--- src/rtl/score_ctrl_pkg.sv ---
// Shared game definitions: FSM state encodings, screen geometry, default goal lines
// and a saturating score increment.
package score_ctrl_pkg;

    typedef enum logic [2:0] {
        ST_IDLE  = 3'd0,
        ST_SERVE = 3'd1,
        ST_PLAY  = 3'd2,
        ST_POINT = 3'd3,
        ST_OVER  = 3'd4
    } state_t;

    localparam int H_ACTIVE = 640;
    localparam int V_ACTIVE = 480;

    // Goal lines sit just inside the visible area on each side.
    localparam logic [9:0] GOAL_LX_DEF = 10'd8;
    localparam logic [9:0] GOAL_RX_DEF = 10'(H_ACTIVE - 9);

    function automatic logic [3:0] sat_inc(input logic [3:0] v, input logic [3:0] lim);
        return (v >= lim) ? lim : v + 4'd1;
    endfunction

endpackage

--- src/rtl/score_ctrl_serve_timer.sv ---
// Counts frame ticks while serving; done flags the tick that brings the count to
// SERVE_FRAMES.
module serve_timer #(
    parameter logic [7:0] SERVE_FRAMES = 8'd60
) (
    input  logic clk,
    input  logic rst,
    input  logic clr,
    input  logic tick,
    output logic done
);

    logic [7:0] count;

    assign done = tick && !clr && (count == SERVE_FRAMES - 8'd1);

    always_ff @(posedge clk) begin
        if (!rst)
            count <= 8'd0;
        else if (clr)
            count <= 8'd0;
        else if (tick)
            count <= count + 8'd1;
    end

endmodule

--- src/rtl/score_ctrl.sv ---
// Pong rule controller: detects goals per frame, drives score digit pulses, and
// sequences serve delay, point handling and game over.
module score_ctrl
    import score_ctrl_pkg::*;
#(
    parameter logic [9:0] GOAL_LX      = GOAL_LX_DEF,
    parameter logic [9:0] GOAL_RX      = GOAL_RX_DEF,
    parameter logic [3:0] WIN_SCORE    = 4'd9,
    parameter logic [7:0] SERVE_FRAMES = 8'd60
) (
    input  logic       clk,
    input  logic       rst,
    input  logic       frame_tick,
    input  logic [9:0] ball_x,
    input  logic       start,
    output logic       inc_left,
    output logic       inc_right,
    output logic       score_reset,
    output logic       serve,
    output logic       serve_dir,
    output logic       ball_freeze,
    output logic       game_over,
    output logic [3:0] score_left,
    output logic [3:0] score_right
);

    state_t     state, state_nx;
    logic       inc_left_nx, inc_right_nx, score_reset_nx, serve_nx, serve_dir_nx;
    logic [3:0] score_left_nx, score_right_nx;
    logic       timer_done;
    logic       right_scores, left_scores;

    assign right_scores = (ball_x <= GOAL_LX);
    assign left_scores  = (ball_x >= GOAL_RX);

    // Timer is held clear outside SERVE, so it starts from zero on every entry.
    serve_timer #(.SERVE_FRAMES(SERVE_FRAMES)) u_timer (
        .clk  (clk),
        .rst  (rst),
        .clr  (state != ST_SERVE),
        .tick (frame_tick),
        .done (timer_done)
    );

    always_ff @(posedge clk) begin
        if (!rst) begin
            state       <= ST_IDLE;
            inc_left    <= 1'b0;
            inc_right   <= 1'b0;
            score_reset <= 1'b0;
            serve       <= 1'b0;
            serve_dir   <= 1'b0;
            score_left  <= 4'd0;
            score_right <= 4'd0;
        end else begin
            state       <= state_nx;
            inc_left    <= inc_left_nx;
            inc_right   <= inc_right_nx;
            score_reset <= score_reset_nx;
            serve       <= serve_nx;
            serve_dir   <= serve_dir_nx;
            score_left  <= score_left_nx;
            score_right <= score_right_nx;
        end
    end

    always_comb begin
        state_nx = state;
        case (state)
            ST_IDLE, ST_OVER: if (start) state_nx = ST_SERVE;
            ST_SERVE:         if (timer_done) state_nx = ST_PLAY;
            ST_PLAY:          if (frame_tick && (right_scores || left_scores)) state_nx = ST_POINT;
            ST_POINT:         state_nx = (score_left == WIN_SCORE || score_right == WIN_SCORE)
                                         ? ST_OVER : ST_SERVE;
            default:          state_nx = ST_IDLE;
        endcase
    end

    always_comb begin
        inc_left_nx    = 1'b0;
        inc_right_nx   = 1'b0;
        score_reset_nx = 1'b0;
        serve_nx       = 1'b0;
        serve_dir_nx   = serve_dir;
        score_left_nx  = score_left;
        score_right_nx = score_right;
        case (state)
            ST_IDLE, ST_OVER: begin
                if (start) begin
                    score_reset_nx = 1'b1;
                    score_left_nx  = 4'd0;
                    score_right_nx = 4'd0;
                end
            end
            ST_SERVE: serve_nx = timer_done;
            ST_PLAY: begin
                // Next serve goes toward the side that conceded.
                if (frame_tick && right_scores) begin
                    inc_right_nx   = 1'b1;
                    score_right_nx = sat_inc(score_right, WIN_SCORE);
                    serve_dir_nx   = 1'b0;
                end else if (frame_tick && left_scores) begin
                    inc_left_nx    = 1'b1;
                    score_left_nx  = sat_inc(score_left, WIN_SCORE);
                    serve_dir_nx   = 1'b1;
                end
            end
            default: ;
        endcase
    end

    assign ball_freeze = (state != ST_PLAY);
    assign game_over   = (state == ST_OVER);

endmodule
--- config.mk ---
export PLATFORM = sky130hd
export DESIGN_NAME = score_ctrl
export DESIGN_NICKNAME = d
export VERILOG_FILES = /design/src/rtl/score_ctrl_pkg.sv /design/src/rtl/score_ctrl_serve_timer.sv /design/src/rtl/score_ctrl.sv
export SDC_FILE = /design/constraint.sdc
export NUM_CORES = 1
export LEC_CHECK = 0
export ABC_AREA = 1
export CORE_MARGIN = 5
export CORE_UTILIZATION = 45
export DETAILED_ROUTE_END_ITERATION = 8
export GPL_ROUTABILITY_DRIVEN = 1
export PLACE_DENSITY = 0.72
export SLEW_MARGIN = 20
export SYNTH_ARGS = -nofsm -noshare
export SYNTH_HDL_FRONTEND = slang
export SYNTH_SLANG_ARGS = --single-unit
--- constraint.sdc ---
create_clock -name clk -period 2 [get_ports clk]
set_clock_uncertainty 0.05 [all_clocks]
set_input_delay 0.4 -clock clk [delete_from_list [all_inputs] [get_ports clk]]
set_output_delay 0.4 -clock clk [all_outputs]
set_load 0.02 [all_outputs]
==> qor.yml <==
logic_synthesis:
  yosys_warnings: 0
  synthSimpleGateAreaFrac_pct: 34.8
  synth_top_family_by_area: "simple AND/OR/NAND/NOR gates"
  synth-compound-area-share_pct: 11.6
  ys_seq_area_share_pct: 35.0
  synth_seq_cells: 24
  netlist_area_mm2: 0.00137
  synth_cells: 190
  avgSynthCellArea_um2: 7.22
  synthMuxAreaShare_pct: 0
  synth_top_area_share_pct: 35.0
  syn_nets: 211
  yosysUniqueCellTypes: 29
  synth_top_cell_by_area: "dfxtp_1"
  synthTopCellsByArea: "dfxtp_1 (35%), nand2_1 (8.8%), nor2_1 (7.9%)"
  synth_xor_area_share_pct: 2.55
  synthAdderAreaFrac_pct: 6.38
worst_setup_path:
  required_ns: 1.55
  setup.worst_path.start: "score_right[0]"
  critPathLaunchType: "flip-flop"
  r2r_end: "score_right[2]"
  crit_type: "flip-flop to primary output"
  ff2ff_setup_slack_ns: 0.50
  crit_family: "buffers and inverters"
  path_buf_inv: 1
  crit_end: "score_right[0]"
  slowest_delay_ns: 0.64
  r2r-start: "score_right[1]"
  arrival_ns: 1.40
  r2r_cells: 7
  cp_max_fo: 6
  slowest_stage: "clkdlybuf4s50_1"
  cp.depth: 1
  path_cells: "clkdlybuf4s50_1"
  setup.worst_path.end_class: "primary output"
sta:
  max_freq_mhz: 542
  fin_crit_ns: 1.85
  setup_viol: 0
  slew_viol_final: 0
  tightest_slew_ns: 0.323
  setup-tns-final_ns: 0
  hold_viol: 0
  slew_headroom_pct: 78.2
  setup_ws_ns: 0.154
  rsz0062_at_grt: "false"
  fin_crit_sh_pct: 92.3
power:
  seq_power_share_pct: 38.8
  netSwitchingPower_w: 0.000716
  powerDensity_mw_per_mm2: 970
  comb_power_share_pct: 48.9
  intPower_w: 0.000948
  leakagePower_nw: 0.699
  ir_worst_vdd_uv: 456
  p_clk_share_pct: 12.3
  p_sw_share_pct: 43.0
cts:
  clk-insertion-delay-late_ns: 0.30
  cts_buffer_depth: 2
  numCtsBuffers: 3
  cts_tree: "built"
  clk_pin_slew_worst_paths_ns: 0.12
  clock-root-buffer: "clkbuf_4"
  ctsHtreeMaxLevel: 1
  cts.sinks: 24
place:
  io_buffers: 28
  pre_cts_ws_ns: 0.0438
  dp_hpwl_mm: 2.12
  routabilityCongestion: 0.815
floorplanning:
  die_w_um: 65.2
  coreArea_mm2: 0.00298
  initial_core_util_pct: 46.1
  core.rowCount: 20
  fp.dieArea_mm2: 0.00425
  num_io_pins: 29
  fp.dieH_um: 65.2
outcome:
  status: "finished clean"
global_routing:
  use_met3_pct: 2.74
  grt_pass1_vias: 1126
  use_met2_pct: 23.3
  grtUsageMet1_pct: 17.5
  grt.busiest_layer: "met2"
  antenna_found_initial: 0
  overflow: 0
  grt_usage_pct: 13.7
  grt_max_degree: 13
  grt_pass1_wl_mm: 4.71
route:
  drc_errors: 0
  final_antenna_net_count: 0
  dr_total_vias: 1236
  drt-pass1-iter-count: 4
  wl_per_cell_um: 10.4
  via_per_inst: 4.87
  drtIter0Drc: 60
  routed_wl_mm: 2.65
cells_and_area:
  area_growth_pct: 25.0
  finalNetCount: 244
  drive_gt1_share_pct: 11.8
  num_antenna_cells: 0
  nFillCells: 293
job:
  max_cap_viol_count: 0
min_path:
  hold_path.class: "flip-flop to flip-flop"
==> worst register-to-register path: stages (launching register included) <==
cell     delay, ns
dfxtp_1       0.41
inv_1         0.09
ha_1          0.19
o21ai_0       0.30
nand2_1       0.09
a21oi_1       0.16
o21ai_2       0.08
nor2_1        0.08
==> cell usage after synthesis (all sizes together) <==
library cell and count:
nor2 34, nand4 1, nand2 37, a31oi 1
xor2 2, nor3b 1, o21ai 10, dfxtp 24
nand3 12, or2 1, nor3 6, nand3b 2
a21oi 16, xnor2 2, ha 7, inv 32
o211ai 1, clkbuf 1
==> cells by family (layout without fill, tap and decap cells) <==
| group | Yosys count | after routing |
|---|---|---|
| buf+inv | 33 | 64 |
| fa+ha+maj | 7 | 7 |
| simple gates | 94 | 94 |
| flops | 24 | 24 |
| compound gates | 28 | 28 |
| xor+xnor | 4 | 4 |
==> state kept, by name (all words and copies together) (netlist names) <==
| signal | flops |
|---|---|
| score_left | 4 |
| state | 3 |
| score_reset | 1 |
| serve_dir | 1 |
| u_timer.count | 8 |
| score_right | 4 |
| inc_left | 1 |
| inc_right | 1 |
| serve | 1 |
==> power by group through the flow <==
stage	Clock, W	Sequential [W]	Combinational [W]
6_report	0.000205	0.000645	0.000814
2_1_floorplan	0	0.000693	0.000537
5_1_grt	0.000237	0.000660	0.000922
3_3_place_gp	0	0.000654	0.000819
4_1_cts	0.000216	0.000644	0.000820
3_5_place_dp	0	0.000653	0.000829
==> per-stage QoR <==
step                util [%]  hold WS [ns]  power, W  cells  instance area (um^2)
floorplan                  -         0.406   0.00123    190                  1370
global placement        56.9         0.389   0.00147    251                  1690
detailed placement      56.9         0.394   0.00148    251                  1690
CTS                     57.6         0.413   0.00168    254                  1720
global route            57.6         0.427   0.00182    254                  1720
finish                  57.6         0.422   0.00166    254                  1720
==> area by class of cell <==
| type | instances | area (um^2) | share of cell area, % |
|---|---|---|---|
| Clock buffer | 3 | 22.5 | 1.31 |
| Inverter | 32 | 125 | 7.29 |
| Multi-Input combinational cell | 133 | 759 | 44.3 |
| Sequential cell | 24 | 482 | 28.1 |
| Tap cell | 33 | 41.3 | 2.41 |
| Timing Repair Buffer | 29 | 285 | 16.6 |
==> worst min-delay path by stage <==
| stage | slack [ns] | end | start | depth (start not counted) |
|---|---|---|---|---|
| floorplan | 0.41 | u_timer.count[1] | u_timer.count[1] | 2 |
| global placement | 0.39 | serve_dir | serve_dir | 2 |
| detailed placement | 0.39 | serve_dir | serve_dir | 2 |
| CTS | 0.41 | serve_dir | serve_dir | 2 |
| global route | 0.43 | serve_dir | serve_dir | 2 |
| finish | 0.42 | serve_dir | serve_dir | 2 |
==> what timing repair did <==
action / CTS / global route
hold buffers: 0 / 0
buffers inserted: 0 / 0
endpoints found under the setup margin: 2 / 0
gates resized for setup: 3 / 0
==> cells in the final DEF, fill, tap and decap left out, types with 5 or more instances in the layout <==
| cell | count |
|---|---|
| inv_1 | 28 |
| a21oi_1 | 13 |
| nand3_1 | 10 |
| nor3_1 | 5 |
| nor2_1 | 29 |
| ha_1 | 7 |
| dfxtp_1 | 23 |
| clkdlybuf4s50_1 | 26 |
| nand2_1 | 32 |
| o21ai_0 | 7 |
==> routing by layer <==
layer,wire [um],part of all wire (%)
met4,13,0.49
met5,0,0
met3,102,3.9
met2,1220,46
met1,1310,50
No activity file was read; power rests on OpenSTA's default activity.
